### src/rtl/mem_wb_stage_pkg.sv
// Shared encodings for the writeback stage: load sizes, the ebreak opcode and
// the one-bit RUN/HALT state encoding.
package mem_wb_stage_pkg;

  typedef logic [1:0] load_size_t;

  localparam load_size_t LOAD_SIZE_B = 2'b00;
  localparam load_size_t LOAD_SIZE_H = 2'b01;
  localparam load_size_t LOAD_SIZE_W = 2'b10;
  localparam load_size_t LOAD_SIZE_D = 2'b11;

  localparam logic [31:0] INST_EBREAK = 32'h0010_0073;

  localparam logic [0:0] WB_STATE_RUN  = 1'b0;
  localparam logic [0:0] WB_STATE_HALT = 1'b1;

endpackage

### src/rtl/mem_wb_stage_if.sv
// MEM -> WB handshake/payload plus the register-file write and difftest
// outputs. The slave modport is the stage; the master modport is upstream.
interface mem_wb_stage_if #(
  parameter int REG_W = 64,
  parameter int IDX_W = 5
);
  logic             mem_wb_valid_i;
  logic             mem_wb_ready_o;
  logic             mem_wb_rd_en_i;
  logic [IDX_W-1:0] mem_wb_rd_index_i;
  logic [REG_W-1:0] mem_wb_alu_data_i;
  logic             mem_wb_load_i;
  logic [1:0]       mem_wb_load_size_i;
  logic             mem_wb_load_unsigned_i;
  logic [2:0]       mem_wb_addr_low_i;
  logic [REG_W-1:0] mem_wb_rdata_i;
  logic [REG_W-1:0] mem_wb_pc_i;
  logic [31:0]      mem_wb_inst_i;

  logic             wb_inst_valid_o;
  logic             wb_rd_en_o;
  logic [IDX_W-1:0] wb_rd_index_o;
  logic [REG_W-1:0] wb_rd_data_o;
  logic [REG_W-1:0] wb_pc_o;
  logic [31:0]      wb_inst_o;
  logic [63:0]      wb_instret_o;
  logic             wb_halt_o;

  modport slave (
    input  mem_wb_valid_i, mem_wb_rd_en_i, mem_wb_rd_index_i, mem_wb_alu_data_i,
           mem_wb_load_i, mem_wb_load_size_i, mem_wb_load_unsigned_i,
           mem_wb_addr_low_i, mem_wb_rdata_i, mem_wb_pc_i, mem_wb_inst_i,
    output mem_wb_ready_o, wb_inst_valid_o, wb_rd_en_o, wb_rd_index_o,
           wb_rd_data_o, wb_pc_o, wb_inst_o, wb_instret_o, wb_halt_o
  );

  modport master (
    output mem_wb_valid_i, mem_wb_rd_en_i, mem_wb_rd_index_i, mem_wb_alu_data_i,
           mem_wb_load_i, mem_wb_load_size_i, mem_wb_load_unsigned_i,
           mem_wb_addr_low_i, mem_wb_rdata_i, mem_wb_pc_i, mem_wb_inst_i,
    input  mem_wb_ready_o, wb_inst_valid_o, wb_rd_en_o, wb_rd_index_o,
           wb_rd_data_o, wb_pc_o, wb_inst_o, wb_instret_o, wb_halt_o
  );

endinterface

### src/rtl/mem_wb_stage_load_ext.sv
// Combinational load aligner: shifts the doubleword down by the byte offset,
// keeps 1/2/4/8 bytes and sign- or zero-extends to REG_W.
module wb_load_ext
  import mem_wb_stage_pkg::*;
#(
  parameter int REG_W = 64
) (
  input  logic [REG_W-1:0] i_rdata,
  input  logic [2:0]       i_addr_low,
  input  load_size_t       i_size,
  input  logic             i_unsigned,
  output logic [REG_W-1:0] o_data
);

  logic [REG_W-1:0] w_sh;

  // Misaligned offsets simply pull zeros in from the top.
  assign w_sh = i_rdata >> {i_addr_low, 3'b000};

  always_comb begin
    o_data = w_sh;
    case (i_size)
      LOAD_SIZE_B: o_data = {{(REG_W-8){~i_unsigned & w_sh[7]}}, w_sh[7:0]};
      LOAD_SIZE_H: o_data = {{(REG_W-16){~i_unsigned & w_sh[15]}}, w_sh[15:0]};
      LOAD_SIZE_W: o_data = {{(REG_W-32){~i_unsigned & w_sh[31]}}, w_sh[31:0]};
      default:     o_data = w_sh;
    endcase
  end

endmodule

### src/rtl/mem_wb_stage.sv
// Writeback stage: accepts retiring instructions from MEM, registers the
// regfile write for one cycle, counts commits and halts on ebreak.
module mem_wb_stage
  import mem_wb_stage_pkg::*;
#(
  parameter int REG_W = 64,
  parameter int IDX_W = 5
) (
  input  logic          clk,
  input  logic          rst,
  mem_wb_stage_if.slave bus
);

  logic [0:0]       r_state;
  logic             r_inst_valid;
  logic             r_rd_en;
  logic [IDX_W-1:0] r_rd_index;
  logic [REG_W-1:0] r_rd_data;
  logic [REG_W-1:0] r_pc;
  logic [31:0]      r_inst;
  logic [63:0]      r_instret;

  logic             w_ready;
  logic             w_fire;
  logic             w_is_ebreak;
  logic             w_rd_en;
  logic [REG_W-1:0] w_ext_data;
  logic [REG_W-1:0] w_result;

  wb_load_ext #(.REG_W(REG_W)) u_load_ext (
    .i_rdata    (bus.mem_wb_rdata_i),
    .i_addr_low (bus.mem_wb_addr_low_i),
    .i_size     (bus.mem_wb_load_size_i),
    .i_unsigned (bus.mem_wb_load_unsigned_i),
    .o_data     (w_ext_data)
  );

  assign w_ready     = (r_state == WB_STATE_RUN);
  assign w_fire      = bus.mem_wb_valid_i & w_ready;
  assign w_is_ebreak = (bus.mem_wb_inst_i == INST_EBREAK);
  assign w_result    = bus.mem_wb_load_i ? w_ext_data : bus.mem_wb_alu_data_i;
  // x0 is never written, and ebreak never writes regardless of its rd field.
  assign w_rd_en     = bus.mem_wb_rd_en_i & (|bus.mem_wb_rd_index_i) & ~w_is_ebreak;

  always_ff @(posedge clk or negedge rst) begin
    if (!rst) begin
      r_state      <= WB_STATE_RUN;
      r_inst_valid <= 1'b0;
      r_rd_en      <= 1'b0;
      r_rd_index   <= '0;
      r_rd_data    <= '0;
      r_pc         <= '0;
      r_inst       <= '0;
      r_instret    <= '0;
    end else begin
      r_inst_valid <= w_fire;
      r_rd_en      <= w_fire & w_rd_en;
      if (w_fire) begin
        r_rd_index <= bus.mem_wb_rd_index_i;
        r_rd_data  <= w_result;
        r_pc       <= bus.mem_wb_pc_i;
        r_inst     <= bus.mem_wb_inst_i;
      end
      // Counting commits (not accepts) means a reset mid-flight drops the count too.
      if (r_inst_valid) begin
        r_instret <= r_instret + 64'd1;
      end
      if (w_fire && w_is_ebreak) begin
        r_state <= WB_STATE_HALT;
      end
    end
  end

  assign bus.mem_wb_ready_o  = w_ready;
  assign bus.wb_inst_valid_o = r_inst_valid;
  assign bus.wb_rd_en_o      = r_rd_en;
  assign bus.wb_rd_index_o   = r_rd_index;
  assign bus.wb_rd_data_o    = r_rd_data;
  assign bus.wb_pc_o         = r_pc;
  assign bus.wb_inst_o       = r_inst;
  assign bus.wb_instret_o    = r_instret;
  assign bus.wb_halt_o       = (r_state == WB_STATE_HALT);

endmodule

### src/flat_wrapper.sv
// flat-port wrapper written by rule: the top's interface ports become plain ports
module mem_wb_stage_flat import mem_wb_stage_pkg::*;
#(
  parameter int REG_W = 64,
  parameter int IDX_W = 5
)
  (clk, rst, bus_mem_wb_valid_i, bus_mem_wb_rd_en_i, bus_mem_wb_rd_index_i, bus_mem_wb_alu_data_i, bus_mem_wb_load_i, bus_mem_wb_load_size_i, bus_mem_wb_load_unsigned_i, bus_mem_wb_addr_low_i, bus_mem_wb_rdata_i, bus_mem_wb_pc_i, bus_mem_wb_inst_i, bus_mem_wb_ready_o, bus_wb_inst_valid_o, bus_wb_rd_en_o, bus_wb_rd_index_o, bus_wb_rd_data_o, bus_wb_pc_o, bus_wb_inst_o, bus_wb_instret_o, bus_wb_halt_o);
  mem_wb_stage_if #(.REG_W(REG_W), .IDX_W(IDX_W)) bus_i ();
  input  logic clk;
  input  logic rst;
  input wire logic [$bits(bus_i.mem_wb_valid_i)-1:0] bus_mem_wb_valid_i;
  input wire logic [$bits(bus_i.mem_wb_rd_en_i)-1:0] bus_mem_wb_rd_en_i;
  input wire logic [$bits(bus_i.mem_wb_rd_index_i)-1:0] bus_mem_wb_rd_index_i;
  input wire logic [$bits(bus_i.mem_wb_alu_data_i)-1:0] bus_mem_wb_alu_data_i;
  input wire logic [$bits(bus_i.mem_wb_load_i)-1:0] bus_mem_wb_load_i;
  input wire logic [$bits(bus_i.mem_wb_load_size_i)-1:0] bus_mem_wb_load_size_i;
  input wire logic [$bits(bus_i.mem_wb_load_unsigned_i)-1:0] bus_mem_wb_load_unsigned_i;
  input wire logic [$bits(bus_i.mem_wb_addr_low_i)-1:0] bus_mem_wb_addr_low_i;
  input wire logic [$bits(bus_i.mem_wb_rdata_i)-1:0] bus_mem_wb_rdata_i;
  input wire logic [$bits(bus_i.mem_wb_pc_i)-1:0] bus_mem_wb_pc_i;
  input wire logic [$bits(bus_i.mem_wb_inst_i)-1:0] bus_mem_wb_inst_i;
  output wire logic [$bits(bus_i.mem_wb_ready_o)-1:0] bus_mem_wb_ready_o;
  output wire logic [$bits(bus_i.wb_inst_valid_o)-1:0] bus_wb_inst_valid_o;
  output wire logic [$bits(bus_i.wb_rd_en_o)-1:0] bus_wb_rd_en_o;
  output wire logic [$bits(bus_i.wb_rd_index_o)-1:0] bus_wb_rd_index_o;
  output wire logic [$bits(bus_i.wb_rd_data_o)-1:0] bus_wb_rd_data_o;
  output wire logic [$bits(bus_i.wb_pc_o)-1:0] bus_wb_pc_o;
  output wire logic [$bits(bus_i.wb_inst_o)-1:0] bus_wb_inst_o;
  output wire logic [$bits(bus_i.wb_instret_o)-1:0] bus_wb_instret_o;
  output wire logic [$bits(bus_i.wb_halt_o)-1:0] bus_wb_halt_o;
  assign bus_i.mem_wb_valid_i = bus_mem_wb_valid_i;
  assign bus_i.mem_wb_rd_en_i = bus_mem_wb_rd_en_i;
  assign bus_i.mem_wb_rd_index_i = bus_mem_wb_rd_index_i;
  assign bus_i.mem_wb_alu_data_i = bus_mem_wb_alu_data_i;
  assign bus_i.mem_wb_load_i = bus_mem_wb_load_i;
  assign bus_i.mem_wb_load_size_i = bus_mem_wb_load_size_i;
  assign bus_i.mem_wb_load_unsigned_i = bus_mem_wb_load_unsigned_i;
  assign bus_i.mem_wb_addr_low_i = bus_mem_wb_addr_low_i;
  assign bus_i.mem_wb_rdata_i = bus_mem_wb_rdata_i;
  assign bus_i.mem_wb_pc_i = bus_mem_wb_pc_i;
  assign bus_i.mem_wb_inst_i = bus_mem_wb_inst_i;
  assign bus_mem_wb_ready_o = bus_i.mem_wb_ready_o;
  assign bus_wb_inst_valid_o = bus_i.wb_inst_valid_o;
  assign bus_wb_rd_en_o = bus_i.wb_rd_en_o;
  assign bus_wb_rd_index_o = bus_i.wb_rd_index_o;
  assign bus_wb_rd_data_o = bus_i.wb_rd_data_o;
  assign bus_wb_pc_o = bus_i.wb_pc_o;
  assign bus_wb_inst_o = bus_i.wb_inst_o;
  assign bus_wb_instret_o = bus_i.wb_instret_o;
  assign bus_wb_halt_o = bus_i.wb_halt_o;
  mem_wb_stage #(.REG_W(REG_W), .IDX_W(IDX_W)) u_core (.clk(clk), .rst(rst), .bus(bus_i));
endmodule
### config.mk
export PLATFORM = sky130hd
export DESIGN_NAME = mem_wb_stage_flat
export DESIGN_NICKNAME = d
export VERILOG_FILES = /design/src/rtl/mem_wb_stage_pkg.sv /design/src/rtl/mem_wb_stage_if.sv /design/src/rtl/mem_wb_stage_load_ext.sv /design/src/rtl/mem_wb_stage.sv /design/src/flat_wrapper.sv
export SDC_FILE = /design/constraint.sdc
export NUM_CORES = 1
export LEC_CHECK = 0
export CORE_MARGIN = 4
export CORE_UTILIZATION = 30
export CTS_CLUSTER_DIAMETER = 150
export DETAILED_ROUTE_END_ITERATION = 6
export SYNTH_ARGS = -nofsm -noshare
export SYNTH_HDL_FRONTEND = slang
export SYNTH_SLANG_ARGS = --single-unit
### constraint.sdc
create_clock -name clk -period 2.4 [get_ports clk]
set_input_delay 0.48 -clock clk [delete_from_list [all_inputs] [get_ports clk]]
set_output_delay 0.48 -clock clk [all_outputs]
set_load 0.1 [all_outputs]
==> results of run 1 <==
[sequential cells by signal (all words and copies together), names as in the netlist]
| name | cells |
|---|---|
| u_core.bus.wb_instret_o | 64 |
| u_core.bus.wb_pc_o | 64 |
| u_core.bus.wb_rd_data_o | 64 |
| u_core.bus.wb_inst_o | 32 |
| u_core.bus.wb_rd_index_o | 5 |
| u_core.bus.wb_halt_o | 1 |
| u_core.bus.wb_inst_valid_o | 1 |
| u_core.bus.wb_rd_en_o | 1 |
[worst reg2reg max path: stages (launching register included)]
cell and delay, ps:
dfrtp_2 400, ha_1 210, nand4_1 140, nor4_1 290, buf_4 170, nand4_1 90, buf_4 200, nor4_1 380
xor2_1 180
[metrics by stage]
step                      util, %  cell area, sq um  TNS, ps
after floorplan                 -             12100        0
after global placement       43.8             17100    -4880
after detailed placement     43.8             17100    -4630
after CTS                    46.1             18000        0
after global routing         46.1             18000        0
final                        46.1             18000        0
[power by group]
group / switching [uW] / total, uW / internal [uW]
registers: 273 / 4540 / 4270
logic: 3580 / 4850 / 1270
clock network: 1720 / 4040 / 2320
total: 5570 / 13400 / 7860
[worst min-delay path by stage]
stage,start,endpoint,slack (ps),cells past startpoint
after detailed placement,rst,u_core.bus.wb_pc_o[30],410,1
after floorplan,rst,u_core.bus.wb_inst_o[0],180,0
after global routing,bus_mem_wb_pc_i[48],u_core.bus.wb_pc_o[48],440,3
after CTS,rst,u_core.bus.wb_inst_o[19],410,2
after global placement,rst,u_core.bus.wb_pc_o[30],410,1
final,rst,u_core.bus.wb_pc_o[30],430,2
[logic make-up (layout without fill, tap and decap cells)]
group	count (synthesis)	count (layout)	share of synthesized area, %
simple gates	620	620	23.6
flops	232	232	48.4
compound gates	184	184	9.94
buf+inv	102	613	3.93
mux	96	96	9.43
xor+xnor	62	62	4.59
fa+ha+maj	1	1	0.104
[routing by layer]
metal  share of wire, %  vias up
li1                   -     5414
met1                 41     5480
met2                 49      502
met3                8.0       65
met4                2.4        2
met5              0.029        -
[cell usage after synthesis, types with 2 or more instances]
cell / number / area share [%]
or2_2: 9 / 0.47
nor4_4: 2 / 0.35
o22ai_1: 26 / 1.4
a311oi_1: 7 / 0.51
dfrtp_1: 232 / 48
a211oi_1: 5 / 0.31
a21oi_2: 20 / 1.5
inv_1: 18 / 0.56
xor2_1: 32 / 2.3
o21ai_0: 69 / 2.9
mux4_2: 9 / 1.7
and4_1: 2 / 0.15
or3_1: 47 / 2.5
nor3_2: 4 / 0.33
xnor2_1: 29 / 2.1
buf_2: 16 / 0.67
a2bb2oi_1: 2 / 0.15
a221o_1: 5 / 0.42
and3_1: 4 / 0.21
buf_6: 4 / 0.38
nor3_1: 13 / 0.54
mux2_2: 38 / 3.6
o211ai_1: 9 / 0.56
or4_1: 2 / 0.13
nor4_1: 14 / 0.73
a21oi_1: 24 / 1.0
nor4b_1: 2 / 0.15
nand4_2: 3 / 0.31
clkbuf_1: 51 / 1.6
buf_1: 2 / 0.063
nor2_1: 39 / 1.2
nand4_1: 15 / 0.78
nand2b_1: 5 / 0.26
mux2_4: 2 / 0.25
buf_4: 10 / 0.63
nand2_1: 420 / 13
o21ai_1: 10 / 0.42
mux2i_1: 47 / 3.9
nor4_2: 6 / 0.63
nand3_1: 19 / 0.79
nor2b_1: 8 / 0.42
[layout make-up]
type	instances	area (sq um)	area share (%)
clock buffer	38	798	4.43
clock inverter	10	76.3	0.424
inverter	18	73.8	0.410
multi-input combinational	963	5730	31.8
sequential	232	5860	32.5
tap	518	648	3.60
timing repair buffer	547	4830	26.8
[layout by cell type (no fill, tap or decap), types with 5 or more instances in the layout]
cell type,Yosys,final
clkdlybuf4s50_1,0,234
dfrtp_2,0,37
nand3_1,19,19
xnor2_1,29,29
nor2b_1,8,8
or3_1,47,47
nand2_1,420,419
mux2_2,38,38
o21ai_1,10,10
or2_2,9,9
buf_4,10,296
o211ai_1,9,9
clkbuf_8,0,6
o21ai_0,69,69
nor2_1,39,39
clkbuf_16,0,28
nand2b_1,5,5
a21oi_1,24,24
o22ai_1,26,26
dfrtp_1,232,194
a211oi_1,5,5
nor4_2,6,6
nand4_1,15,15
buf_12,0,11
a311oi_1,7,7
a221o_1,5,5
mux2i_1,47,47
mux4_2,9,9
inv_1,18,16
nor4_1,14,14
xor2_1,32,32
a21oi_2,20,20
nor3_1,13,13
==> results.txt, run 1 <==
Layout Skew: 10.4 ps
Mean Syn Cell Area: 9.25 sq um
Final setup viols: 0
final net count: 2,031
Std-Cell Rows: 72
worst r2r src: u_core.bus.wb_instret_o[0]
Startpoint Class: register
CP max-delay cell: dfrtp_2
I/O pins: 473
hpwl dp: 37,700 um
grt ovf: 0
Seq cells post-synth: 232
Num Clock Sinks: 232
DP Worst Slack: -118 ps
PD cells: 746 nW/um^2
Pre-Repair DR Iteration Count: 5
Leak: 0.00832 uW
maximum VDD drop: 0.658 mV
number of flops mapped to enable cells by yosys: 0
endpoints failing hold: 0
Slew @ Worst Pin: 735 ps
n_diodes: 0
number of I/O port buffers: 472
setup bufs post-CTS: 0
total number of vias: 11,500
Mapped Nets: 1,538
reg-to-reg slack, setup: 270 ps
placed insts: 2,277
Gate Count Post-Synth: 1,297
Arr. time, crit path: 2600 ps
synthesized area: 12,000 sq um
CTS H-Tree Depth: 1
Final Total Pwr: 13,400 uW
Rel. slew slack: 50.8%
Final WS setup: 273 ps
ys flop type: dfrtp_1
status: finished, final reports clean
Crit Path Class: reg2reg
Clock Tree Buf Depth: 3
RSZ-0062 raised after global routing: false
met2 GRT Util: 36.6%
layout cells sized above 1: 27.5%
Initial DRC Count: 715
# DRC: 0
min cycle time layout: 2130 ps
worst r2r dst: u_core.bus.wb_instret_o[54]
clk root buf: clkbuf_16
Num CTS Buffers: 28
CTS tree: yes
Synth warnings: 0
worst hold slack: 433 ps
number of global-route vias before repair: 11,700
Post-CTS Resized: 0
core area: 39,100 sq um
Cell variety after synth: 57
routing usage on met3: 5.50%
HP Class: in2async
Largest stage delay, worst path: 400 ps
Routability Congestion: 0.959
Critical Path Sink Type: register
crit path from: u_core.bus.wb_instret_o[0]
fill count: 3,809
first-pass GRT wire length: 72,800 um
global routing's busiest layer: met2
synthesis-to-layout area growth: 50.2%
Starting Density: 30.7%
Die H: 208 um
ys async rst share: 100%
gr usage total: 21.2%
final WL: 47,900 um
Req. time, crit path: 2870 ps
grt met1 use: 26.8%
Tcrit/Tclk final: 88.6%
Post-CTS Hold Buffers: 1
Crit path max-delay family: simple AND/OR/NAND/NOR gates
clock latency on the worst-skew pair: 550 ps
R2R depth: 8
remaining antenna violation count: 0
Crit. path cell count: 8
Max-Cap Viols: 0
max-slew violations: 0
proportion of synthesized chip area in sequential cells: 48.4%
worst-path cell chain: ha_1 > nand4_1 > nor4_1 > buf_4 > nand4_1 > buf_4 > nor4_1 > xor2_1
Worst-path clk slew: 60 ps
WL/cell: 20.6 um
via/cell ratio: 4.93
pin count of the biggest net entering global routing: 78
Post-Layout Cell Count: 2,326
die area: 43,200 sq um
initial antenna violation count: 1
Setup crit end: u_core.bus.wb_instret_o[54]
f_max: 470 MHz
crit path max fanout: 11
number of buffers and inverters on the critical path: 2
die width: 208 um
(Power assumes the default switching activity.)
==> run 2: changes to the inputs <==
--- a/config.mk
+++ b/config.mk
@@ -9,6 +9,7 @@
 export CORE_UTILIZATION = 30
 export CTS_CLUSTER_DIAMETER = 150
 export DETAILED_ROUTE_END_ITERATION = 6
+export REMOVE_ABC_BUFFERS = 1
 export SYNTH_ARGS = -nofsm -noshare
 export SYNTH_HDL_FRONTEND = slang
 export SYNTH_SLANG_ARGS = --single-unit
==> run 2 against run 1 <==
Against the previous run: final cell count about the same; hold slack improved by 23 ps; fmax is 3.5% lower; via count is 0.10% lower; final area is 0.14% higher; combinational power about the same.
==> results.txt, run 2 (synthesis results as in run 1) <==
via/cell ratio: 4.92
Routability Congestion: 0.887
first-pass GRT wire length: 71,700 um
Max-Cap Viols: 0
Tcrit/Tclk final: 91.8%
post-route cell area: 18,000 sq um
Req. time, crit path: 2880 ps
min cycle time layout: 2200 ps
Rel. slew slack: 32.0%
Worst-path clk slew: 60 ps
worst-path cell chain: ha_1 > nand4_1 > nor4_1 > nand4_1 > buf_4 > nor4_1 > xor2_1
Final setup viols: 0
Crit Path Class: reg2reg
TNS Setup: 0 ps
Pre-Repair DR Iteration Count: 5
Arr. time, crit path: 2680 ps
die width: 208 um
die area: 43,200 sq um
Initial DRC Count: 751
CTS H-Tree Depth: 1
core area: 39,100 sq um
RSZ-0062 raised after global routing: false
number of global-route vias before repair: 11,800
Placed Area: 17,100 sq um
crit path max fanout: 11
commonest non-fill, non-tap cell in the layout: nand2_1
Starting Density: 30.7%
Critical Path Sink Type: register
Largest stage delay, worst path: 500 ps
Startpoint Class: register
Crit path max-delay family: simple AND/OR/NAND/NOR gates
final net count: 2,031
initial antenna violation count: 6
Num Clock Sinks: 232
gr usage total: 20.6%
reg-to-reg slack, setup: 200 ps
hpwl dp: 35,600 um
synthesis-to-layout area growth: 50.4%
final WL: 46,300 um
number of I/O port buffers: 472
status: finished, final reports clean
remaining antenna violation count: 0
Std-Cell Rows: 72
endpoints failing hold: 0
total number of vias: 11,500
HP Class: in2reg
Num CTS Buffers: 27
Layout Skew: 21.4 ps
CP max-delay cell: nor4_1
Post-CTS Resized: 0
Leak: 0.00841 uW
PD cells: 753 nW/um^2
Clock Tree Buf Depth: 3
clk root buf: clkbuf_16
maximum VDD drop: 0.507 mV
pin count of the biggest net entering global routing: 63
layout cells sized above 1: 25.2%
commonest cells after routing, fill and taps aside: nand2_1, buf_4, clkdlybuf4s50_1
Die H: 208 um
f_max: 454 MHz
CTS tree: yes
max-slew violations: 0
I/O pins: 473
grt ovf: 0
# DRC: 0
WL/cell: 19.9 um
clock latency on the worst-skew pair: 550 ps
number of buffers and inverters on the critical path: 1
Slew @ Worst Pin: 1020 ps
==> run 2: worst paths after layout <==
kind / from / end / cells past startpoint
max reg2reg: u_core.bus.wb_instret_o[0] / u_core.bus.wb_instret_o[54] / 7
min: bus_mem_wb_pc_i[49] / u_core.bus.wb_pc_o[49] / 3
min reg2reg: u_core.bus.wb_pc_o[23] / u_core.bus.wb_pc_o[23] / 2
max: u_core.bus.wb_instret_o[0] / u_core.bus.wb_instret_o[54] / 7
min in group asynchronous: rst / u_core.bus.wb_instret_o[39] / 2
max in group asynchronous: rst / u_core.bus.wb_rd_data_o[13] / 3
==> run 2: area by class of cell <==
class                      instances  area, sq um
fill                            3816        21100
antenna                            2         5.00
clock inverter                     8          124
tap                              518          648
timing repair buffer             548         4890
clock buffer                      39          771
multi-input combinational        963         5730
sequential                       232         5810
inverter                          18         70.1
==> run 2: layer usage <==
layer	vias to the layer above	global-route usage, %	wire length, um
li1	5397	-	-
met1	5509	25.7	18900
met2	455	34.5	21900
met3	82	6.04	3920
met4	8	6.43	1490
met5	-	0	62
==> run 2: what timing repair did <==
action	in CTS	in global routing
hold buffers	1	0
setup buffers	0	0
endpoints found under the hold margin	55	0
==> run 2: worst register-to-register path, delay by kind of cell, from the launching register on <==
kind / cells / cell delay [ps]
flops: 1 / 420
xor+xnor: 1 / 170
fa+ha+maj: 1 / 220
simple gates: 4 / 1110
buf+inv: 1 / 210
==> run 2: where the power goes <==
group | internal [uW] | switching, uW | total, uW | leakage (uW)
combinational | 1280 | 3590 | 4870 | 0.00508
sequential | 4260 | 258 | 4520 | 0.00290
clock | 2540 | 1660 | 4200 | 0.000432
==> run 2: stage by stage <==
| step | utilization (%) | power [uW] | setup slack, ps | hold slack [ps] | instances |
|---|---|---|---|---|---|
| after floorplan | - | 7800 | -5620 | 184 | 1213 |
| after global placement | 43.8 | 9440 | -301 | 459 | 2278 |
| after detailed placement | 43.8 | 9460 | -352 | 463 | 2278 |
| after CTS | 46.1 | 13700 | 212 | 424 | 2326 |
| after global routing | 46.1 | 14100 | 15.7 | 454 | 2328 |
| final | 46.1 | 13600 | 197 | 456 | 2328 |
